File: src/rtl/id_exe_elastic_buffer.sv
// rtl/id_exe_elastic_buffer.sv - DEPTH-entry elastic FIFO between the ID and EXE pipeline stages
//
// Ports:
//   clk          rising-edge clock
//   rst          asynchronous active-low reset
//   flush        synchronous squash of every entry in flight (branch taken)
//   in_valid     ID offers in_data this cycle
//   in_ready     buffer can accept this cycle (registered-state only)
//   in_data      ID bundle, WIDTH bits
//   out_valid    head entry valid for EXE
//   out_ready    EXE consumes the head this cycle
//   out_data     head entry, all zero while out_valid is low
//   count        entries held, 0..DEPTH
//   almost_full  count >= AF_LEVEL
//   empty        count == 0
//   full         count == DEPTH

module id_exe_elastic_buffer #(
    parameter int WIDTH    = 158,
    parameter int DEPTH    = 2,
    parameter int AF_LEVEL = 1,
    localparam int CW      = $clog2(DEPTH + 1)
) (
    input  logic             clk,
    input  logic             rst,
    input  logic             flush,
    input  logic             in_valid,
    output logic             in_ready,
    input  logic [WIDTH-1:0] in_data,
    output logic             out_valid,
    input  logic             out_ready,
    output logic [WIDTH-1:0] out_data,
    output logic [CW-1:0]    count,
    output logic             almost_full,
    output logic             empty,
    output logic             full
);

    localparam int PW = $clog2(DEPTH);
    localparam logic [PW-1:0] LAST_PTR = PW'(DEPTH - 1);

    logic [WIDTH-1:0] mem [DEPTH];
    logic [PW-1:0]    wr_ptr;
    logic [PW-1:0]    rd_ptr;
    logic [CW-1:0]    cnt;
    logic             push;
    logic             pop;

    // All status and handshake outputs decode the registered count only, so
    // there is no combinational path from out_ready to in_ready.
    assign empty       = (cnt == '0);
    assign full        = (cnt == CW'(DEPTH));
    assign almost_full = (cnt >= CW'(AF_LEVEL));
    assign in_ready    = ~full;
    assign out_valid   = ~empty;
    assign count       = cnt;

    assign push = in_valid & in_ready;
    assign pop  = out_valid & out_ready;

    // Bubble is all zeros so every downstream control bit is deasserted.
    assign out_data = empty ? '0 : mem[rd_ptr];

    always_ff @(posedge clk or negedge rst) begin
        if (!rst) begin
            wr_ptr <= '0;
            rd_ptr <= '0;
            cnt    <= '0;
        end else if (flush) begin
            // A pop in this cycle still completes for EXE, but nothing survives.
            wr_ptr <= '0;
            rd_ptr <= '0;
            cnt    <= '0;
        end else begin
            if (push) begin
                wr_ptr <= (wr_ptr == LAST_PTR) ? '0 : wr_ptr + PW'(1);
            end
            if (pop) begin
                rd_ptr <= (rd_ptr == LAST_PTR) ? '0 : rd_ptr + PW'(1);
            end
            case ({push, pop})
                2'b10:   cnt <= cnt + CW'(1);
                2'b01:   cnt <= cnt - CW'(1);
                default: cnt <= cnt;
            endcase
        end
    end

    // Storage is not reset; it is only visible through out_data when non-empty.
    always_ff @(posedge clk) begin
        if (push && !flush) begin
            mem[wr_ptr] <= in_data;
        end
    end

endmodule

File: config.mk
export PLATFORM = sky130hd
export DESIGN_NAME = id_exe_elastic_buffer
export DESIGN_NICKNAME = d
export VERILOG_FILES = /design/src/rtl/id_exe_elastic_buffer.sv
export SDC_FILE = /design/constraint.sdc
export NUM_CORES = 1
export LEC_CHECK = 0
export ABC_CLOCK_PERIOD_IN_PS = 36000
export BUFFER_PORTS_ARGS = -buffer_cell sky130_fd_sc_hd__buf_4
export CAP_MARGIN = 30
export CORE_MARGIN = 2
export CORE_UTILIZATION = 45
export CTS_CLUSTER_DIAMETER = 150
export DETAILED_ROUTE_END_ITERATION = 7
export PLACE_DENSITY = 0.7
export SYNTH_ARGS = -nofsm -noshare
export SYNTH_HDL_FRONTEND = slang
export SYNTH_SLANG_ARGS = --single-unit
File: constraint.sdc
create_clock -name clk -period 36 [get_ports clk]
set_input_delay 1.8 -clock clk [delete_from_list [all_inputs] [get_ports clk]]
set_output_delay 1.8 -clock clk [all_outputs]
set_load 0.02 [all_outputs]
==> summary.md <==
| Metric | Value |
|---|---|
| Unrepaired setup endpoints after global routing | `false` |
| 1st-pass router iterations | `5` |
| Critical Path AT | `around 2.9 ns` |
| CTS sink count | `320` |
| Leading area contributor after synthesis | `edfxtp_1` |
| Worst-path clk slew | `about 0.060 ns` |
| Post-Synthesis Cells | `699` |
| Skew final | `0.0172 ns` |
| H-tree depth | `2` |
| Met1 Usage GRT | `0.219` |
| Relative slew slack | `0.429` |
| Crit Path Class | `reg -> out` |
| Antenna diodes | `0` |
| CTS tree | `built` |
| Die X | `approximately 170 um` |
| Final Hold Vio Count | `0` |
| Max incr delay on CP | `between 0.7 and 0.8 ns` |
| ANT nets after route | `0` |
| Clock Latency Late Sink | `approximately 0.5 ns` |
| CTS Buf Count | `34` |
| PortBufs | `around 330` |
| Final setup fails | `0` |
| Initial drt markers | `461` |
| Critical Path RT | `about 34 ns` |
| Hold-fix buffers, CTS | `0` |
| Top post-synthesis cells by area | `edfxtp_1 (77%), mux2i_1 (13%), nor2_1 (5.0%)` |
| Post-DP HPWL | `16900 um` |
| Vias per Instance | `around 5` |
| Total die area | `28500 um2` |
| CTS resizes | `0` |
| Slowest-stage cell, CP | `buf_4` |
| Final min period | `4.65 ns` |
| GR Util met2 | `0.278` |
| Max cap viols | `0` |
| Synthesis Warnings | `0` |
| Synthesized area | `between 10000 and 15000 um2` |
| Gr busiest metal | `met2` |
| P_leak | `roughly 6 nW` |
| PwrDens | `78.0 nW/um2` |
| Gr ovfl total | `0` |
| Cell occurring most often along the worst timing path | `buf_4` |
| Fillers | `just over 2000` |
| GP Congestion | `0.757` |
| Status | `completed` |
| Setup WS pre-CTS | `~32 ns` |
| Core footprint | `~27000 um2` |
| Worst setup margin | `31.35 ns` |
| Count of pins over their slew limit | `0` |
| Yosys cell types | `23` |
| Crit path max-delay family | `buffers and inverters` |
| Placed Instances | `about 1300` |
| First-pass GRT wire length | `roughly 38000 um` |
| Clock Tree Root | `clkbuf_16` |
| Critical path launch point type | `flop` |
| Io pins | `around 330` |
| Fmax | `215 MHz` |
| Yosys top cell area share | `0.775` |
| Wire per inst | `18.3 um` |
| Starting Density | `0.457` |
| Drt total wl | `25700 um` |
| R2R Setup Slk | `around 33 ns` |
| Mapped Nets | `~870` |
| Period utilization | `0.129` |
| Share of post-route cells with drive strength above 1 | `0.372` |
| Hold WC Path Type | `reg -> reg` |
| Met3 Use GR | `0.0627` |
| # DRC | `0` |
| Cell breakdown of the critical path | `inv_1 > ha_4 > buf_16 > buf_4 > nor2_1 > buf_4` |
| Initial antenna violation count | `0` |
| Total Routing Usage GR | `0.172` |
| Clk buf depth | `3` |
| Fin cells | `1403` |
| Vias in the first global route | `~7000` |
| Mean Syn Cell Area | `between 15 and 20 um2` |
| Largest net degree at the start of global routing | `85` |
| Layout Nets | `about 1200` |
| Setup TNS | `0 ns` |
| Area growth, synth to finish | `31.9%` |
| Sequential fraction of the synthesis area | `0.783` |
| Setup bufs post-CTS | `0` |
| Die H | `approximately 170 um` |
| Cell row count | `60` |
| Worst setup EP type | `output pin` |
| Worst-path maximum fanout | `just over 80` |
| Actual slew at the worst max-slew pin | `~0.86 ns` |
| VDD IR max | `around 95 uV` |
| Synthesized flop and latch total | `320` |
| DR vias | `~7000` |
| WP buf/inv | `4` |
## routing by layer
layer,part of all wire,wire [um]
met3,0.10,2590
met5,0,0
met1,0.40,10300
met2,0.47,12200
met4,0.025,638
## metrics by stage
step	hold WS [ns]	area [um2]	power (W)	util
after global placement	0.563	14900	0.000926	0.557
after floorplan	0.525	12200	0.000763	-
after CTS	0.604	16100	0.00127	0.602
after global routing	0.687	16100	0.00132	0.603
final	0.652	16100	0.00126	0.603
after detailed placement	0.594	15000	0.000935	0.561
## power by group
| group | internal [W] | leakage (nW) | total (W) | switching (W) |
|---|---|---|---|---|
| Sequential | 0.000446 | 2.95 | 0.000462 | 0.0000153 |
| Combinational | 0.000187 | 2.56 | 0.000465 | 0.000278 |
| Clock | 0.000201 | 0.527 | 0.000332 | 0.000132 |
| Total | 0.000834 | 6.03 | 0.00126 | 0.000425 |
## worst paths after layout
path / start / endpoint / cells after the start
setup / recovery: count[0]$_DFFE_PN0P_ / out_data[2] / 6
hold / removal: wr_ptr$_DFFE_PN0P_ / wr_ptr$_DFFE_PN0P_ / 2
setup reg to reg: count[0]$_DFFE_PN0P_ / mem[1][82]$_DFFE_PP_ / 6
hold reg to reg: wr_ptr$_DFFE_PN0P_ / wr_ptr$_DFFE_PN0P_ / 2
max in group asynchronous: rst / rd_ptr$_DFFE_PN0P_ / 1
min in group asynchronous: rst / count[0]$_DFFE_PN0P_ / 1
## registers in the layout, indices dropped and copies added (netlist names)
signal and flops:
rd_ptr 1, wr_ptr 1, count 2, mem 316
## worst reg2reg max path: stages (launching register included)
cell	delay, ns
dfrtp_1	0.38
inv_1	0.14
ha_1	0.26
nand2b_1	0.23
nor3b_2	0.41
buf_4	0.36
buf_4	0.69
## cells in the final DEF, fill, tap and decap left out, types with 2 or more instances in the layout
cell         n
edfxtp_1   316
dfrtp_1      3
inv_1        4
clkbuf_16   37
clkinv_2     7
mux2i_1    158
ha_1         3
clkbuf_1     8
clkinv_1     4
xnor2_1      3
nor2_1     162
buf_16       5
buf_4      336
bufinv_16    2
## cell type report
cell class	count	area [um2]	area share
clock buffers	45	956	0.0592
clock inverters	14	118	0.00728
inverters	5	18.8	0.00116
multi-input cells	337	2380	0.147
flip-flops and latches	320	9590	0.594
well taps	341	427	0.0264
repair buffers	341	2660	0.165
## Yosys cell counts
cell	number
nand2b_4	1
nor2_1	162
buf_2	13
nor2b_1	1
ha_1	4
dfrtp_1	4
nor3b_1	1
o311ai_1	1
mux2_1	1
nand2b_1	1
buf_4	5
edfxtp_1	316
inv_2	1
nor2b_4	1
nor3_1	1
buf_8	1
mux2i_1	158
or4_1	1
xnor2_1	3
inv_1	4
nand4b_1	1
buf_6	13
clkbuf_1	5
## cell families (layout without fill, tap and decap cells)
logic type               Yosys count  after routing  share of synthesized area
flip-flops                       320            320                      0.783
AND/OR/NAND/NOR                  170            170                     0.0553
multiplexers                     159            159                      0.130
buffers and inverters             42            405                     0.0246
adder cells (fa/ha/maj)            4              4                    0.00409
XOR/XNOR                           3              3                    0.00215
AO/OA/AOI/OAI                      1              1                   0.000715
(Power assumes the default switching activity.)
